`src/rtl/emu_seq_pkg.sv`:
```
// ---------------------------------------------------------------------------
// emu_seq_pkg : shared types and constants for the emulation vector sequencer
// Rev 1.0
// ---------------------------------------------------------------------------
`default_nettype none

package emu_seq_pkg;

   localparam int BYTE_W    = 8;
   localparam int VCNT_W    = 16;
   localparam int RWAIT_CYC = 2;

   typedef enum logic [3:0] {
      RECV  = 4'd0,
      HOLD  = 4'd1,
      LOAD  = 4'd2,
      CLKH  = 4'd3,
      CLKL  = 4'd4,
      GET   = 4'd5,
      RADDR = 4'd6,
      RWAIT = 4'd7,
      SEND  = 4'd8
   } state_t;

endpackage

`default_nettype wire

```
`src/rtl/emu_vec_sequencer_if.sv`:
```
// ---------------------------------------------------------------------------
// emu_vec_sequencer_if : host byte streams plus emulation wrapper bus
// Rev 1.0
// ---------------------------------------------------------------------------
`default_nettype none

interface emu_vec_sequencer_if
   import emu_seq_pkg::*;
#(
   parameter int ADDR_W = 3
) ();

   logic [BYTE_W-1:0] rx_data;
   logic              rx_valid;
   logic              rx_ready;
   logic [BYTE_W-1:0] tx_data;
   logic              tx_valid;
   logic              tx_ready;
   logic [BYTE_W-1:0] Din_emu;
   logic [BYTE_W-1:0] Dout_emu;
   logic [ADDR_W-1:0] Addr_emu;
   logic              load_emu;
   logic              get_emu;
   logic              clk_dut;

   modport master (
      input  rx_data, rx_valid, tx_ready, Dout_emu,
      output rx_ready, tx_data, tx_valid, Din_emu, Addr_emu,
             load_emu, get_emu, clk_dut
   );

   modport slave (
      output rx_data, rx_valid, tx_ready, Dout_emu,
      input  rx_ready, tx_data, tx_valid, Din_emu, Addr_emu,
             load_emu, get_emu, clk_dut
   );

endinterface

`default_nettype wire

```
`src/rtl/emu_clk_pulse.sv`:
```
// ---------------------------------------------------------------------------
// emu_clk_pulse : one clk_dut period, CLK_HI cycles high then CLK_LO low
// Rev 1.0
// ---------------------------------------------------------------------------
`default_nettype none

module emu_clk_pulse #(
   parameter int CLK_HI = 1,
   parameter int CLK_LO = 1
) (
   input  logic clk,
   input  logic rst_n,
   input  logic start,
   output logic clk_dut,
   output logic done
);

   localparam int CNT_MAX = (CLK_HI > CLK_LO) ? CLK_HI : CLK_LO;
   localparam int CNT_W   = (CNT_MAX > 1) ? $clog2(CNT_MAX) : 1;

   typedef enum logic [1:0] {
      PH_IDLE = 2'd0,
      PH_HI   = 2'd1,
      PH_LO   = 2'd2
   } phase_t;

   phase_t           phase_q, phase_d;
   logic [CNT_W-1:0] cnt_q, cnt_d;
   logic             clk_q, clk_d;

   // done marks the final cycle of whichever phase is running
   assign done    = (phase_q != PH_IDLE) && (cnt_q == '0);
   assign clk_dut = clk_q;

   always_comb begin
      phase_d = phase_q;
      cnt_d   = cnt_q;
      clk_d   = clk_q;
      unique case (phase_q)
         PH_IDLE: begin
            if (start) begin
               phase_d = PH_HI;
               cnt_d   = CNT_W'(CLK_HI - 1);
               clk_d   = 1'b1;
            end
         end
         PH_HI: begin
            if (cnt_q == '0) begin
               phase_d = PH_LO;
               cnt_d   = CNT_W'(CLK_LO - 1);
               clk_d   = 1'b0;
            end else begin
               cnt_d = cnt_q - 1'b1;
            end
         end
         PH_LO: begin
            if (cnt_q == '0) phase_d = PH_IDLE;
            else             cnt_d   = cnt_q - 1'b1;
         end
         default: begin
            phase_d = PH_IDLE;
            clk_d   = 1'b0;
         end
      endcase
   end

   always_ff @(posedge clk or negedge rst_n) begin
      if (!rst_n) begin
         phase_q <= PH_IDLE;
         cnt_q   <= '0;
         clk_q   <= 1'b0;
      end else begin
         phase_q <= phase_d;
         cnt_q   <= cnt_d;
         clk_q   <= clk_d;
      end
   end

endmodule

`default_nettype wire

```
`src/rtl/emu_vec_sequencer.sv`:
```
// ---------------------------------------------------------------------------
// emu_vec_sequencer : writes one stimulus vector, steps the DUT, returns outputs
// Rev 1.0
// ---------------------------------------------------------------------------
`default_nettype none

module emu_vec_sequencer
   import emu_seq_pkg::*;
#(
   parameter int NUM_STIM = 3,
   parameter int NUM_OUT  = 2,
   parameter int ADDR_W   = 3,
   parameter int CLK_HI   = 1,
   parameter int CLK_LO   = 1
) (
   input  logic                clk_emu,
   input  logic                rst_n,
   emu_vec_sequencer_if.master bus,
   output logic                busy,
   output logic [VCNT_W-1:0]   vec_count
);

   localparam logic [ADDR_W-1:0] STIM_LAST = ADDR_W'(NUM_STIM - 1);
   localparam logic [ADDR_W:0]   OUT_NUM   = (ADDR_W + 1)'(NUM_OUT);

   state_t              state_q, state_d;
   logic [ADDR_W-1:0]   idx_q, idx_d;
   logic [ADDR_W-1:0]   addr_q, addr_d;
   logic [ADDR_W:0]     j_q, j_d, j_inc;
   logic [1:0]          wait_q, wait_d;
   logic [BYTE_W-1:0]   din_q, din_d;
   logic [BYTE_W-1:0]   tx_data_q, tx_data_d;
   logic                rx_ready_q, rx_ready_d;
   logic                tx_valid_q, tx_valid_d;
   logic                load_q, load_d;
   logic                get_q, get_d;
   logic                busy_q, busy_d;
   logic [VCNT_W-1:0]   vcnt_q, vcnt_d;
   logic                pulse_start;
   logic                pulse_done;

   assign pulse_start = (state_q == LOAD);
   assign j_inc       = j_q + 1'b1;

   emu_clk_pulse #(
      .CLK_HI (CLK_HI),
      .CLK_LO (CLK_LO)
   ) u_clk_pulse (
      .clk     (clk_emu),
      .rst_n   (rst_n),
      .start   (pulse_start),
      .clk_dut (bus.clk_dut),
      .done    (pulse_done)
   );

   always_comb begin
      state_d    = state_q;
      idx_d      = idx_q;
      addr_d     = addr_q;
      j_d        = j_q;
      wait_d     = wait_q;
      din_d      = din_q;
      tx_data_d  = tx_data_q;
      rx_ready_d = rx_ready_q;
      tx_valid_d = tx_valid_q;
      load_d     = 1'b0;
      get_d      = 1'b0;
      vcnt_d     = vcnt_q;
      unique case (state_q)
         RECV: begin
            if (bus.rx_valid && rx_ready_q) begin
               addr_d = idx_q;
               din_d  = bus.rx_data;
               idx_d  = idx_q + 1'b1;
               if (idx_q == STIM_LAST) begin
                  state_d    = HOLD;
                  rx_ready_d = 1'b0;
               end
            end
         end
         HOLD: begin
            state_d = LOAD;
            load_d  = 1'b1;
         end
         LOAD: state_d = CLKH;
         CLKH: if (pulse_done) state_d = CLKL;
         CLKL: begin
            if (pulse_done) begin
               state_d = GET;
               get_d   = 1'b1;
            end
         end
         // Address goes out on entry to RADDR so RADDR+RWAIT span RWAIT_CYC cycles
         GET: begin
            state_d = RADDR;
            addr_d  = j_q[ADDR_W-1:0];
         end
         RADDR: begin
            state_d = RWAIT;
            wait_d  = 2'(RWAIT_CYC - 2);
         end
         RWAIT: begin
            if (wait_q == 2'd0) begin
               tx_data_d  = bus.Dout_emu;
               tx_valid_d = 1'b1;
               state_d    = SEND;
            end else begin
               wait_d = wait_q - 1'b1;
            end
         end
         SEND: begin
            if (bus.tx_ready) begin
               tx_valid_d = 1'b0;
               if (j_inc < OUT_NUM) begin
                  j_d     = j_inc;
                  addr_d  = j_inc[ADDR_W-1:0];
                  state_d = RADDR;
               end else begin
                  j_d        = '0;
                  idx_d      = '0;
                  vcnt_d     = vcnt_q + 1'b1;
                  rx_ready_d = 1'b1;
                  state_d    = RECV;
               end
            end
         end
         default: begin
            state_d    = RECV;
            rx_ready_d = 1'b1;
            tx_valid_d = 1'b0;
            idx_d      = '0;
            j_d        = '0;
         end
      endcase
      busy_d = (state_d != RECV);
   end

   always_ff @(posedge clk_emu or negedge rst_n) begin
      if (!rst_n) begin
         state_q    <= RECV;
         idx_q      <= '0;
         addr_q     <= '0;
         j_q        <= '0;
         wait_q     <= '0;
         din_q      <= '0;
         tx_data_q  <= '0;
         rx_ready_q <= 1'b1;
         tx_valid_q <= 1'b0;
         load_q     <= 1'b0;
         get_q      <= 1'b0;
         busy_q     <= 1'b0;
         vcnt_q     <= '0;
      end else begin
         state_q    <= state_d;
         idx_q      <= idx_d;
         addr_q     <= addr_d;
         j_q        <= j_d;
         wait_q     <= wait_d;
         din_q      <= din_d;
         tx_data_q  <= tx_data_d;
         rx_ready_q <= rx_ready_d;
         tx_valid_q <= tx_valid_d;
         load_q     <= load_d;
         get_q      <= get_d;
         busy_q     <= busy_d;
         vcnt_q     <= vcnt_d;
      end
   end

   assign bus.rx_ready = rx_ready_q;
   assign bus.tx_data  = tx_data_q;
   assign bus.tx_valid = tx_valid_q;
   assign bus.Din_emu  = din_q;
   assign bus.Addr_emu = addr_q;
   assign bus.load_emu = load_q;
   assign bus.get_emu  = get_q;
   assign busy         = busy_q;
   assign vec_count    = vcnt_q;

endmodule

`default_nettype wire

```
`src/flat_wrapper.sv`:
```
// flat-port wrapper written by rule: the top's interface ports become plain ports
module emu_vec_sequencer_flat import emu_seq_pkg::*;
#(
   parameter int NUM_STIM = 3,
   parameter int NUM_OUT  = 2,
   parameter int ADDR_W   = 3,
   parameter int CLK_HI   = 1,
   parameter int CLK_LO   = 1
)
  (clk_emu, rst_n, busy, vec_count, bus_rx_data, bus_rx_valid, bus_tx_ready, bus_Dout_emu, bus_rx_ready, bus_tx_data, bus_tx_valid, bus_Din_emu, bus_Addr_emu, bus_load_emu, bus_get_emu, bus_clk_dut);
  emu_vec_sequencer_if #(.ADDR_W(ADDR_W)) bus_i ();
  input  logic clk_emu;
  input  logic rst_n;
  output logic busy;
  output logic [VCNT_W-1:0] vec_count;
  input wire logic [$bits(bus_i.rx_data)-1:0] bus_rx_data;
  input wire logic [$bits(bus_i.rx_valid)-1:0] bus_rx_valid;
  input wire logic [$bits(bus_i.tx_ready)-1:0] bus_tx_ready;
  input wire logic [$bits(bus_i.Dout_emu)-1:0] bus_Dout_emu;
  output wire logic [$bits(bus_i.rx_ready)-1:0] bus_rx_ready;
  output wire logic [$bits(bus_i.tx_data)-1:0] bus_tx_data;
  output wire logic [$bits(bus_i.tx_valid)-1:0] bus_tx_valid;
  output wire logic [$bits(bus_i.Din_emu)-1:0] bus_Din_emu;
  output wire logic [$bits(bus_i.Addr_emu)-1:0] bus_Addr_emu;
  output wire logic [$bits(bus_i.load_emu)-1:0] bus_load_emu;
  output wire logic [$bits(bus_i.get_emu)-1:0] bus_get_emu;
  output wire logic [$bits(bus_i.clk_dut)-1:0] bus_clk_dut;
  assign bus_i.rx_data = bus_rx_data;
  assign bus_i.rx_valid = bus_rx_valid;
  assign bus_i.tx_ready = bus_tx_ready;
  assign bus_i.Dout_emu = bus_Dout_emu;
  assign bus_rx_ready = bus_i.rx_ready;
  assign bus_tx_data = bus_i.tx_data;
  assign bus_tx_valid = bus_i.tx_valid;
  assign bus_Din_emu = bus_i.Din_emu;
  assign bus_Addr_emu = bus_i.Addr_emu;
  assign bus_load_emu = bus_i.load_emu;
  assign bus_get_emu = bus_i.get_emu;
  assign bus_clk_dut = bus_i.clk_dut;
  emu_vec_sequencer #(.NUM_STIM(NUM_STIM), .NUM_OUT(NUM_OUT), .ADDR_W(ADDR_W), .CLK_HI(CLK_HI), .CLK_LO(CLK_LO)) u_core (.clk_emu(clk_emu), .rst_n(rst_n), .bus(bus_i), .busy(busy), .vec_count(vec_count));
endmodule
```
`config.mk`:
```
export PLATFORM = sky130hd
export DESIGN_NAME = emu_vec_sequencer_flat
export DESIGN_NICKNAME = d
export VERILOG_FILES = /design/src/rtl/emu_seq_pkg.sv /design/src/rtl/emu_vec_sequencer_if.sv /design/src/rtl/emu_clk_pulse.sv /design/src/rtl/emu_vec_sequencer.sv /design/src/flat_wrapper.sv
export SDC_FILE = /design/constraint.sdc
export NUM_CORES = 1
export LEC_CHECK = 0
export BUFFER_PORTS_ARGS = -buffer_cell sky130_fd_sc_hd__buf_4
export CAP_MARGIN = 20
export CORE_ASPECT_RATIO = 0.6
export CORE_MARGIN = 2
export CORE_UTILIZATION = 40
export CTS_BUF_LIST = sky130_fd_sc_hd__clkbuf_2 sky130_fd_sc_hd__clkbuf_4 sky130_fd_sc_hd__clkbuf_8
export DETAILED_ROUTE_END_ITERATION = 6
export SYNTH_ARGS = -nofsm -noshare
export SYNTH_HDL_FRONTEND = slang
export SYNTH_SLANG_ARGS = --single-unit
```
`constraint.sdc`:
```
create_clock -name clk_emu -period 4.7 [get_ports clk_emu]
set_input_delay 0.47 -clock clk_emu [delete_from_list [all_inputs] [get_ports clk_emu]]
set_output_delay 0.47 -clock clk_emu [all_outputs]
set_load 0.05 [all_outputs]
```
==> results of run 1 <==
==> cells in the final DEF, fill, tap and decap left out, drive strengths merged, types with 2 or more instances in the layout <==
| cell type | count |
|---|---|
| buf | 60 |
| dfrtp | 55 |
| nand2 | 39 |
| xnor2 | 14 |
| mux2 | 13 |
| nand3 | 10 |
| and3 | 8 |
| inv | 7 |
| and2 | 7 |
| nor2b | 6 |
| nor2 | 6 |
| a21oi | 6 |
| nand4 | 6 |
| clkbuf | 6 |
| o21ai | 5 |
| ha | 5 |
| a21o | 4 |
| nor3 | 4 |
| nand3b | 3 |
| a31oi | 3 |
| and4 | 3 |
| o22ai | 3 |
| or3 | 3 |
| and3b | 2 |
| xor2 | 2 |
| nor4b | 2 |
| a211oi | 2 |
==> flip-flops by register name (all words and copies together) (netlist names) <==
signal	cells
u_core.bus.Din_emu	8
u_core.bus.tx_valid	1
u_core.j_q	4
u_core.bus.load_emu	1
u_core.wait_q	2
u_core.bus.tx_data	8
u_core.vec_count	16
u_core.bus.Addr_emu	3
u_core.bus.get_emu	1
u_core.u_clk_pulse.phase_q	2
u_core.bus.rx_ready	1
u_core.u_clk_pulse.clk_dut	1
u_core.state_q	4
u_core.busy	1
u_core.idx_q	3
==> power breakdown <==
part / total, uW / switching (uW) / internal, uW
combinational: 883 / 572 / 311
clock: 330 / 156 / 174
sequential: 756 / 138 / 618
==> per-layer routing <==
metal / track usage [%] / vias up / part of all wire (%)
li1: - / 969 / -
met1: 24.38 / 944 / 54
met2: 21.66 / 51 / 40
met3: 4.207 / 5 / 5.4
met4: 3.797 / 0 / 0.79
met5: 0 / - / 0
==> cell families after synthesis <==
logic type	after synthesis	synth area share, %
AND/OR/NAND/NOR	106	22.33
flip-flops	56	52.80
AO/OA/AOI/OAI	31	8.008
buffers and inverters	19	3.721
XOR/XNOR	16	5.276
multiplexers	13	5.511
adder cells (fa/ha/maj)	5	2.355
==> worst max-delay path by stage <==
stage / from / to / slack [ns] / depth (start not counted)
floorplan: u_core.j_q[0]$_DFFE_PN0P_ / u_core.bus.Addr_emu[0]$_DFFE_PN0P_ / 2.70 / 6
global placement: u_core.j_q[0]$_DFFE_PN0P_ / u_core.vec_count[1]$_DFFE_PN0P_ / 2.45 / 5
global route: u_core.j_q[0]$_DFFE_PN0P_ / u_core.vec_count[9]$_DFFE_PN0P_ / 2.26 / 6
CTS: u_core.j_q[0]$_DFFE_PN0P_ / u_core.vec_count[1]$_DFFE_PN0P_ / 2.43 / 5
detailed placement: u_core.j_q[0]$_DFFE_PN0P_ / u_core.vec_count[1]$_DFFE_PN0P_ / 2.45 / 5
finish: u_core.j_q[0]$_DFFE_PN0P_ / u_core.vec_count[1]$_DFFE_PN0P_ / 2.41 / 5
==> through the flow <==
| step | power (uW) | worst slack, ns | utilization [%] |
|---|---|---|---|
| 5_1_grt | 2089 | 2.261 | 51.95 |
| 2_1_floorplan | 1397 | 2.702 | - |
| 6_report | 1970 | 2.411 | 51.95 |
| 3_5_place_dp | 1652 | 2.453 | 50.02 |
| 4_1_cts | 1991 | 2.427 | 51.95 |
| 3_3_place_gp | 1643 | 2.446 | 50.02 |
==> cell type report <==
| class | count | share of cell area (%) |
|---|---|---|
| Clock buffer | 6 | 2.533 |
| Multi-Input combinational cell | 171 | 35.42 |
| Tap cell | 84 | 3.223 |
| Timing Repair Buffer | 60 | 13.81 |
| Sequential cell | 56 | 43.02 |
| Inverter | 7 | 0.8058 |
| Clock inverter | 2 | 1.190 |
==> metrics.yaml, run 1 <==
instances_no_fill: 386
synth_fp_nets: 271
clkTransAtPathRegs_ns: 0.10
place_area_um2: 3139
antenna_left: 0
crit_required_ns: 4.91
fin_setup_tns_ns: 0
diodes: 0
grt_pass1_vias: 1757
cts.sinks: 56
synthDominantAreaCellType: "dfrtp_1"
grt_max_degree: 57
postSynth.asyncResetShare_pct: 100.0
ys_types: 49
report.final.setup_viol: 0
crit_slowest_cell: "and3_1"
grt_pass1_wl_mm: 8.797
initial_core_util_pct: 42.32
syn-mean-instance-area_um2: 10.80
ys_ff_latch: 56
die_h_um: 67.12
antenna_found_initial: 0
design_area_um2: 3261
io_buffers: 60
vias_per_cell: 5.101
status: "finished clean"
synthCells: 246
grt_usage_pct: 15.80
clock_path_buffers: 2
min_path_type: "input pin to asynchronous set/reset pin"
grt_overflow: 0
cts_resized: 0
setup.worst_path.end_class: "register"
max_clock_freq_mhz: 436.9
seq_area_um2: 1403
hold_viol_final: 0
cts_buffers: 5
slew-limit-headroom_pct: 52.99
worst_r2r_endpoint: "u_core.vec_count[1]$_DFFE_PN0P_"
synth_most_common_cell: "dfrtp_1"
route.final.wire_length_mm: 5.567
worstMarginPinSlew_ns: 0.7052
coreArea_um2: 6276
wire_per_inst_um: 14.42
synth.area.top_cells: "dfrtp_1, mux2_2, nand2_1"
rows: 22
synthFlopType: "dfrtp_1"
rsz0062_at_grt: "no"
critPathKind: "register to register"
clock-skew-final_ns: 0.009637
drv_slew: 0
ys_seq_area_share_pct: 52.80
cp_top_family: "simple AND/OR/NAND/NOR gates"
dpl.cell_count: 378
cts_setup_buffers: 0
rr_worst_depth: 5
num_vias: 1969
fin_crit_sh_pct: 48.70
cp_cell_sequence: "ha_1 -> nor2b_1 -> a41oi_1 -> and3_1 -> mux2_2"
cap_violations: 0
cts_tree: "yes"
holdBufCountCts: 0
r2r_slack_ns: 2.41
fp.dieW_um: 109.2
critPathMaxFanout: 16
r2r-start: "u_core.j_q[0]$_DFFE_PN0P_"
layout_min_cycle_time_ns: 2.289
multi_input_area_um2: 1155
power.density_nw_per_um2: 604.1
yosys_warnings: 0
crit_buf_inv: 0
synthTopCellsByCount: "dfrtp_1, nand2_1, xnor2_1, mux2_2, nand3_1"
ios: 61
route.detailed.drc: 0
cts-root-buf: "clkbuf_8"
drive_above_1_share_pct: 29.47
peakVddDrop_uv: 330.8
slowest_delay_ns: 0.59
synth_edf_count: 0
dp_hpwl_mm: 3.965
synth_area_um2: 2656
clk_latency_ns: 0.31
fillers: 597
netlist.area_leader.share_pct: 51.81
start_kind: "register"
hold_slack_ns: 0.1944
die_area_um2: 7330
cts_htree_levels: 2
syn_to_final_growth_pct: 22.75
worst_ep_arrival_time_ns: 2.49
routabilityCongestion: 0.8061
nNetsFinal: 326
first_pass_iters: 4
power.leakage_uw: 0.001587
drt-initial-drc-count: 122
No activity file was read; power rests on OpenSTA's default activity.
==> inputs of run 2 (changes only) <==
ABC_AREA = 1   (was default)
clock period = 2.38 ns   (was 4.7 ns; I/O delays follow)
==> metrics.yaml, run 2 <==
start_kind: "register"
grt_usage_pct: 17.94  # +2.1 points
slowest_delay_ns: 0.46  # -0.13 ns
syn-mean-instance-area_um2: 7.725  # -28%
power.density_nw_per_um2: 1076  # +78%
io_buffers: 60  # unchanged
critPathKind: "register to register"
die_h_um: 68.77  # +2.5%
synthDominantAreaCellType: "dfrtp_1"
min_path_type: "input pin to register"
switchingPower_uw: 1756  # +100%
synth_area_um2: 2796  # +5.3%
cts_tree: "yes"
synth_most_common_cell: "nand2_1"
cts_buffers: 5  # unchanged
grt_pass1_vias: 2164  # +23%
power_uw: 3687  # +87%
fillers: 672  # +13%
coreArea_um2: 6734  # +7.3%
synthFlopType: "dfrtp_1"
die_area_um2: 7698  # +5.0%
syn_to_final_growth_pct: 22.60
first_pass_iters: 5  # +1
synthCells: 362  # +47%
p_sw_share_pct: 47.61  # +3.6 points
antenna_left: 0  # unchanged
wire_per_inst_um: 12.27  # -15%
synth_fp_nets: 387  # +43%
postSynth.asyncResetShare_pct: 100.0  # unchanged
rows: 23  # +4.5%
cp_cell_sequence: "ha_1 -> nor2_2 -> nand2_1 -> nand2_4 -> inv_4 -> nand3b_1 -> nand2_1"
final_common_cell: "nand2_1"
cts_resized: 0  # unchanged
path_depth: 7  # +2
rr_worst_depth: 7  # +2
fin_crit_sh_pct: 70.28  # +22 points
crit_required_ns: 2.58  # -2.33 ns
cap_violations: 0  # unchanged
clk_latency_ns: 0.31  # about the same
seq_power_share_pct: 37.6  # -0.8 points
vias_per_cell: 4.652  # -8.8%
max_clock_freq_mhz: 597.9  # +37%
netlist.area_leader.share_pct: 49.22  # -2.6 points
clock-skew-final_ns: 0.008704  # -0.0009331 ns
grt_overflow: 0  # unchanged
yosys_warnings: 0  # unchanged
worstMarginPinSlew_ns: 0.7034  # -0.001835 ns
crit_slowest_cell: "dfrtp_1"
largest_reg_flops: 16  # unchanged
setup.worst_path.end_class: "register"
grt_max_degree: 57  # unchanged
clkTransAtPathRegs_ns: 0.10  # about the same
synth_edf_count: 0  # unchanged
ys_ff_latch: 56  # unchanged
drive_above_1_share_pct: 19.86  # -9.6 points
route.detailed.drc: 0  # unchanged
antenna_found_initial: 0  # unchanged
min_path_cells: 3
drt-initial-drc-count: 164  # +34%
dp_hpwl_mm: 4.713  # +19%
layout_min_cycle_time_ns: 1.673  # -0.6164 ns
cts.sinks: 56  # unchanged
rsz0062_at_grt: "no"
synthTopCellsByCount: "nand2_1, dfrtp_1, nor2_1, inv_1, nand3_1"
grt_pass1_wl_mm: 10.84  # +23%
clockPowerShare_pct: 13.7  # -3.1 points
cp_common_cell: "nand2_1"
synth.area.top_cells: "dfrtp_1, nand2_1, nor2_1"
ys_types: 25  # -49%
fp.dieW_um: 111.9  # +2.5%
fin_setup_tns_ns: 0  # unchanged
initial_core_util_pct: 41.53  # -0.80 points
combPwrFrac_pct: 48.6  # +3.8 points
report.final.setup_viol: 0  # unchanged
ios: 61  # unchanged
worst_ep_arrival_time_ns: 1.88  # -0.61 ns
ys_seq_area_share_pct: 50.16  # -2.6 points
clock_path_buffers: 2  # unchanged
diodes: 0  # unchanged
power.leakage_uw: 0.001897  # +20%
internal-power_uw: 1932  # +75%
peakVddDrop_uv: 723.5  # +120%
holdBufCountCts: 1  # +1
crit_buf_inv: 1  # +1
layout_common_cells: "nand2_1, buf_4, dfrtp_1"
nNetsFinal: 453  # +39%
status: "finished clean"
cts_htree_levels: 2  # unchanged
critPathMaxFanout: 18  # +2
route.final.wire_length_mm: 6.320  # +14%
cp_top_family: "simple AND/OR/NAND/NOR gates"
routabilityCongestion: 0.8430  # +4.6%
slew-limit-headroom_pct: 53.11  # +0.12 points
num_vias: 2396  # +22%
hold_viol_final: 0  # unchanged
cts-root-buf: "clkbuf_8"
cts_setup_buffers: 0  # unchanged
drv_slew: 0  # unchanged
==> run 2: cell count changes after synthesis, moves of 8 or more <==
cell	delta
and3_1	-8
nand3_1	+12
inv_1	+21
mux2_2	-13
nor2_1	+27
nand2_1	+126
==> run 2: worst paths after layout <==
check | startpoint | endpoint | slack (ns)
worst min-delay path | bus_Dout_emu[3] | u_core.bus.tx_data[3]$_DFFE_PN0P_ | 0.12
worst min register to register | u_core.bus.Din_emu[7]$_DFFE_PN0P_ | u_core.bus.Din_emu[7]$_DFFE_PN0P_ | 0.48
worst max register to register | u_core.j_q[0]$_DFFE_PN0P_ | u_core.vec_count[7]$_DFFE_PN0P_ | 0.71
max in group asynchronous | rst_n | u_core.j_q[3]$_DFFE_PN0P_ | 1.39
min in group asynchronous | rst_n | u_core.bus.get_emu$_DFF_PN0_ | 0.51
worst max-delay path | u_core.j_q[0]$_DFFE_PN0P_ | u_core.vec_count[7]$_DFFE_PN0P_ | 0.71
==> run 2: worst reg2reg max path, stage by stage, from the launching register on <==
cell	delay [ns]
dfrtp_1	0.46
ha_1	0.36
nor2_2	0.16
nand2_1	0.12
nand2_4	0.20
inv_4	0.12
nand3b_1	0.10
nand2_1	0.05
==> run 2: cell type report <==
| class | count | area, um^2 | area share [%] |
|---|---|---|---|
| inverters | 33 | 126.4 | 3.686 |
| well taps | 87 | 108.9 | 3.175 |
| multi-input cells | 271 | 1249 | 36.42 |
| flip-flops and latches | 56 | 1403 | 40.91 |
| clock inverters | 1 | 5.005 | 0.1460 |
| clock buffers | 6 | 76.32 | 2.226 |
| repair buffers | 61 | 460.4 | 13.43 |
==> run 2: cell families after synthesis <==
group / after synthesis / share of synthesized area [%]
and+or+nand+nor: 241 / 36.24
xor gates and xnor gates: 11 / 3.445
adders and majority gates: 5 / 2.237
DFF: 56 / 50.16
buffers and inverters: 35 / 5.190
AOI/OAI and AO/OA: 14 / 2.729
==> run 2: routing by layer <==
layer  share of wire (%)  wire length [um]  track usage, %
met1                  57              3586           28.26
met2                  36              2281           24.02
met3                 6.4               402           4.808
met4                0.79                50           4.116
met5                   0                 0               0
==> run 2: power groups by stage <==
stage | clock [uW] | sequential, uW | combinational (uW)
after global routing | 573 | 1420 | 1950
final | 507 | 1390 | 1790
after floorplan | 0 | 2060 | 593
after global placement | 0 | 1400 | 1780
after detailed placement | 0 | 1400 | 1800
after CTS | 532 | 1390 | 1810
==> run 2: metrics by stage <==
stage / instance area (um^2) / std cells / hold WS, ns / util, % / worst slack (ns)
finish: 3428 / 515 / 0.1168 / 50.91 / 0.7074
global route: 3428 / 515 / 0.1038 / 50.91 / 0.5282
CTS: 3428 / 515 / 0.1061 / 50.91 / 0.7163
detailed placement: 3337 / 507 / 0.3408 / 49.55 / 0.7389
global placement: 3337 / 507 / 0.3428 / 49.55 / 0.8134
floorplan: 2796 / 362 / -0.05759 / - / 0.6334
==> inputs of run 3 (changes only) <==
clock period = 1.6 ns   (was 2.38 ns; I/O delays follow)
==> metrics.yaml, run 3 (same netlist as run 2, synthesis figures left out) <==
status: "finished clean"
critPathMaxFanout: 8  # -10
drt-initial-drc-count: 177  # +7.9%
internal-power_uw: 2969  # +54%
power.density_nw_per_um2: 1580  # +47%
grt_util_met3_pct: 4.108  # -0.70 points
power_uw: 5622  # +52%
cp_cell_sequence: "ha_1 -> nand2_1 -> nand2_2 -> nor2_4 -> nand2_2 -> nand2_4 -> buf_12 -> xnor2_1"
grt_overflow: 0  # unchanged
p_sw_share_pct: 47.19  # -0.42 points
cts_buffers: 5  # unchanged
grt_max_degree: 28  # -51%
cts-root-buf: "clkbuf_8"
dpl_worst_slack_ns: 0.006596  # -0.7323 ns
initial_core_util_pct: 41.53  # unchanged
clkTransAtPathRegs_ns: 0.10  # about the same
cap_violations: 0  # unchanged
grt_usage_pct: 17.48  # -0.46 points
wire_per_inst_um: 12.13  # -1.2%
grt_pass1_wl_mm: 10.59  # -2.3%
coreArea_um2: 6734  # unchanged
rr_worst_depth: 8  # +1
fin_setup_tns_ns: 0  # unchanged
final_common_cell: "nand2_1"
io_buffers: 60  # unchanged
drv_slew: 0  # unchanged
place_area_um2: 3390  # +1.6%
cts.sinks: 56  # unchanged
die_h_um: 68.77  # unchanged
fin_crit_sh_pct: 92.50  # +22 points
dp_hpwl_mm: 4.841  # +2.7%
drive_above_1_share_pct: 23.34  # +3.5 points
met2_usage_pct: 22.27  # -1.7 points
fin_ws_ns: 0.1200  # -0.5875 ns
crit_buf_inv: 1  # unchanged
fillers: 648  # -3.6%
seq_power_share_pct: 36.9  # -0.7 points
nNetsFinal: 461  # +1.8%
vias_per_cell: 4.567  # -1.8%
fp.dieW_um: 111.9  # unchanged
ios: 61  # unchanged
switchingPower_uw: 2653  # +51%
die_area_um2: 7698  # unchanged
clock-skew-final_ns: 0.004254  # -0.004450 ns
route.detailed.drc: 0  # unchanged
power.leakage_uw: 0.001944  # +2.5%
layout_min_cycle_time_ns: 1.480  # -0.1925 ns
clock_path_buffers: 2  # unchanged
rsz0062_at_grt: "yes"
start_kind: "register"
routabilityCongestion: 0.8360  # -0.83%
design_area_um2: 3558  # +3.8%
diodes: 0  # unchanged
worst_ep_arrival_time_ns: 1.71  # -0.17 ns
layout_common_cells: "nand2_1, buf_4, dfrtp_1"
first_pass_iters: 4  # -1
combPwrFrac_pct: 48.4  # -0.2 points
report.final.setup_viol: 0  # unchanged
syn_to_final_growth_pct: 27.25
slowest_delay_ns: 0.42  # -0.04 ns
path_depth: 8  # +1
grt_pass1_vias: 2112  # -2.4%
hold_viol_final: 0  # unchanged
clk_latency_ns: 0.31  # about the same
worstMarginPinSlew_ns: 0.2754  # -0.4280 ns
use_met1_pct: 28.98  # +0.71 points
critPathKind: "register to register"
route.final.wire_length_mm: 6.355  # +0.55%
cts_htree_levels: 2  # unchanged
cts_tree: "yes"
cp_common_cell: "nand2_2"
top_usage_layer: "met1"
max_clock_freq_mhz: 675.7  # +13%
clockPowerShare_pct: 14.7  # +1.0 points
min_path_type: "input pin to register"
largest_reg_flops: 16  # unchanged
antenna_left: 0  # unchanged
crit_required_ns: 1.83  # -0.75 ns
cp_top_family: "simple AND/OR/NAND/NOR gates"
peakVddDrop_uv: 1439  # +99%
slew-limit-headroom_pct: 81.64  # +29 points
antenna_found_initial: 0  # unchanged
hold_slack_ns: 0.03635  # -0.08047 ns
min_path_cells: 3  # unchanged
crit_slowest_cell: "dfrtp_1"
setup.worst_path.end_class: "register"
num_vias: 2393  # -0.13%
rows: 23  # unchanged
-- run 3: path summary, 6_finish.rpt --
kind,from,slack [ns],endpoint
worst max-delay path,u_core.j_q[1]$_DFFE_PN0P_,0.12,u_core.vec_count[0]$_DFFE_PN0P_
worst min-delay path,bus_Dout_emu[4],0.04,u_core.bus.tx_data[4]$_DFFE_PN0P_
worst max register to register,u_core.j_q[1]$_DFFE_PN0P_,0.12,u_core.vec_count[0]$_DFFE_PN0P_
worst min register to register,u_core.u_clk_pulse.phase_q[1]$_DFFE_PN0P_,0.47,u_core.u_clk_pulse.phase_q[1]$_DFFE_PN0P_
max in group asynchronous,rst_n,0.85,u_core.bus.rx_ready$_DFFE_PN1P_
min in group asynchronous,rst_n,0.26,u_core.wait_q[1]$_DFFE_PN0P_
-- run 3: worst reg2reg max path, cell delays in order (launching register included) --
cell and delay, ns:
dfrtp_1 0.42, ha_1 0.21, nand2_1 0.09, nand2_2 0.08
nor2_4 0.13, nand2_2 0.09, nand2_4 0.14, buf_12 0.14
xnor2_1 0.11
-- run 3: per-stage QoR --
stage,util [%],cells
finish,52.84,524
global placement,50.33,512
CTS,52.45,524
global route,52.84,524
floorplan,-,362
detailed placement,50.33,512
-- run 3: metal layers --
metal,wire (um),vias up
li1,-,1266
met1,3591,1057
met2,2305,64
met3,428,6
met4,29,0
met5,0,-
-- run 3: cell type report --
type | count | area (um^2) | share of cell area (%)
clock buffers | 7 | 90.09 | 2.532
flip-flops and latches | 56 | 1406 | 39.52
well taps | 87 | 108.9 | 3.059
repair buffers | 69 | 545.5 | 15.33
inverters | 33 | 128.9 | 3.622
multi-input cells | 271 | 1271 | 35.72
clock inverters | 1 | 7.507 | 0.2110
-- run 3: timing repair --
item,CTS,global route
buffers inserted,3,0
hold buffers,1,0
hold endpoints to repair,39,0
gates cloned,0,0
pin swaps,1,2
endpoints found under the setup margin,2,21
resized for setup,0,9
-- run 3: power by group through the flow --
| stage | clock network (uW) | logic, uW | registers (uW) |
|---|---|---|---|
| after CTS | 862 | 2720 | 2060 |
| after global routing | 915 | 2970 | 2130 |
| after global placement | 0 | 2680 | 2080 |
| final | 828 | 2720 | 2070 |
| after detailed placement | 0 | 2720 | 2070 |
| after floorplan | 0 | 882 | 3070 |
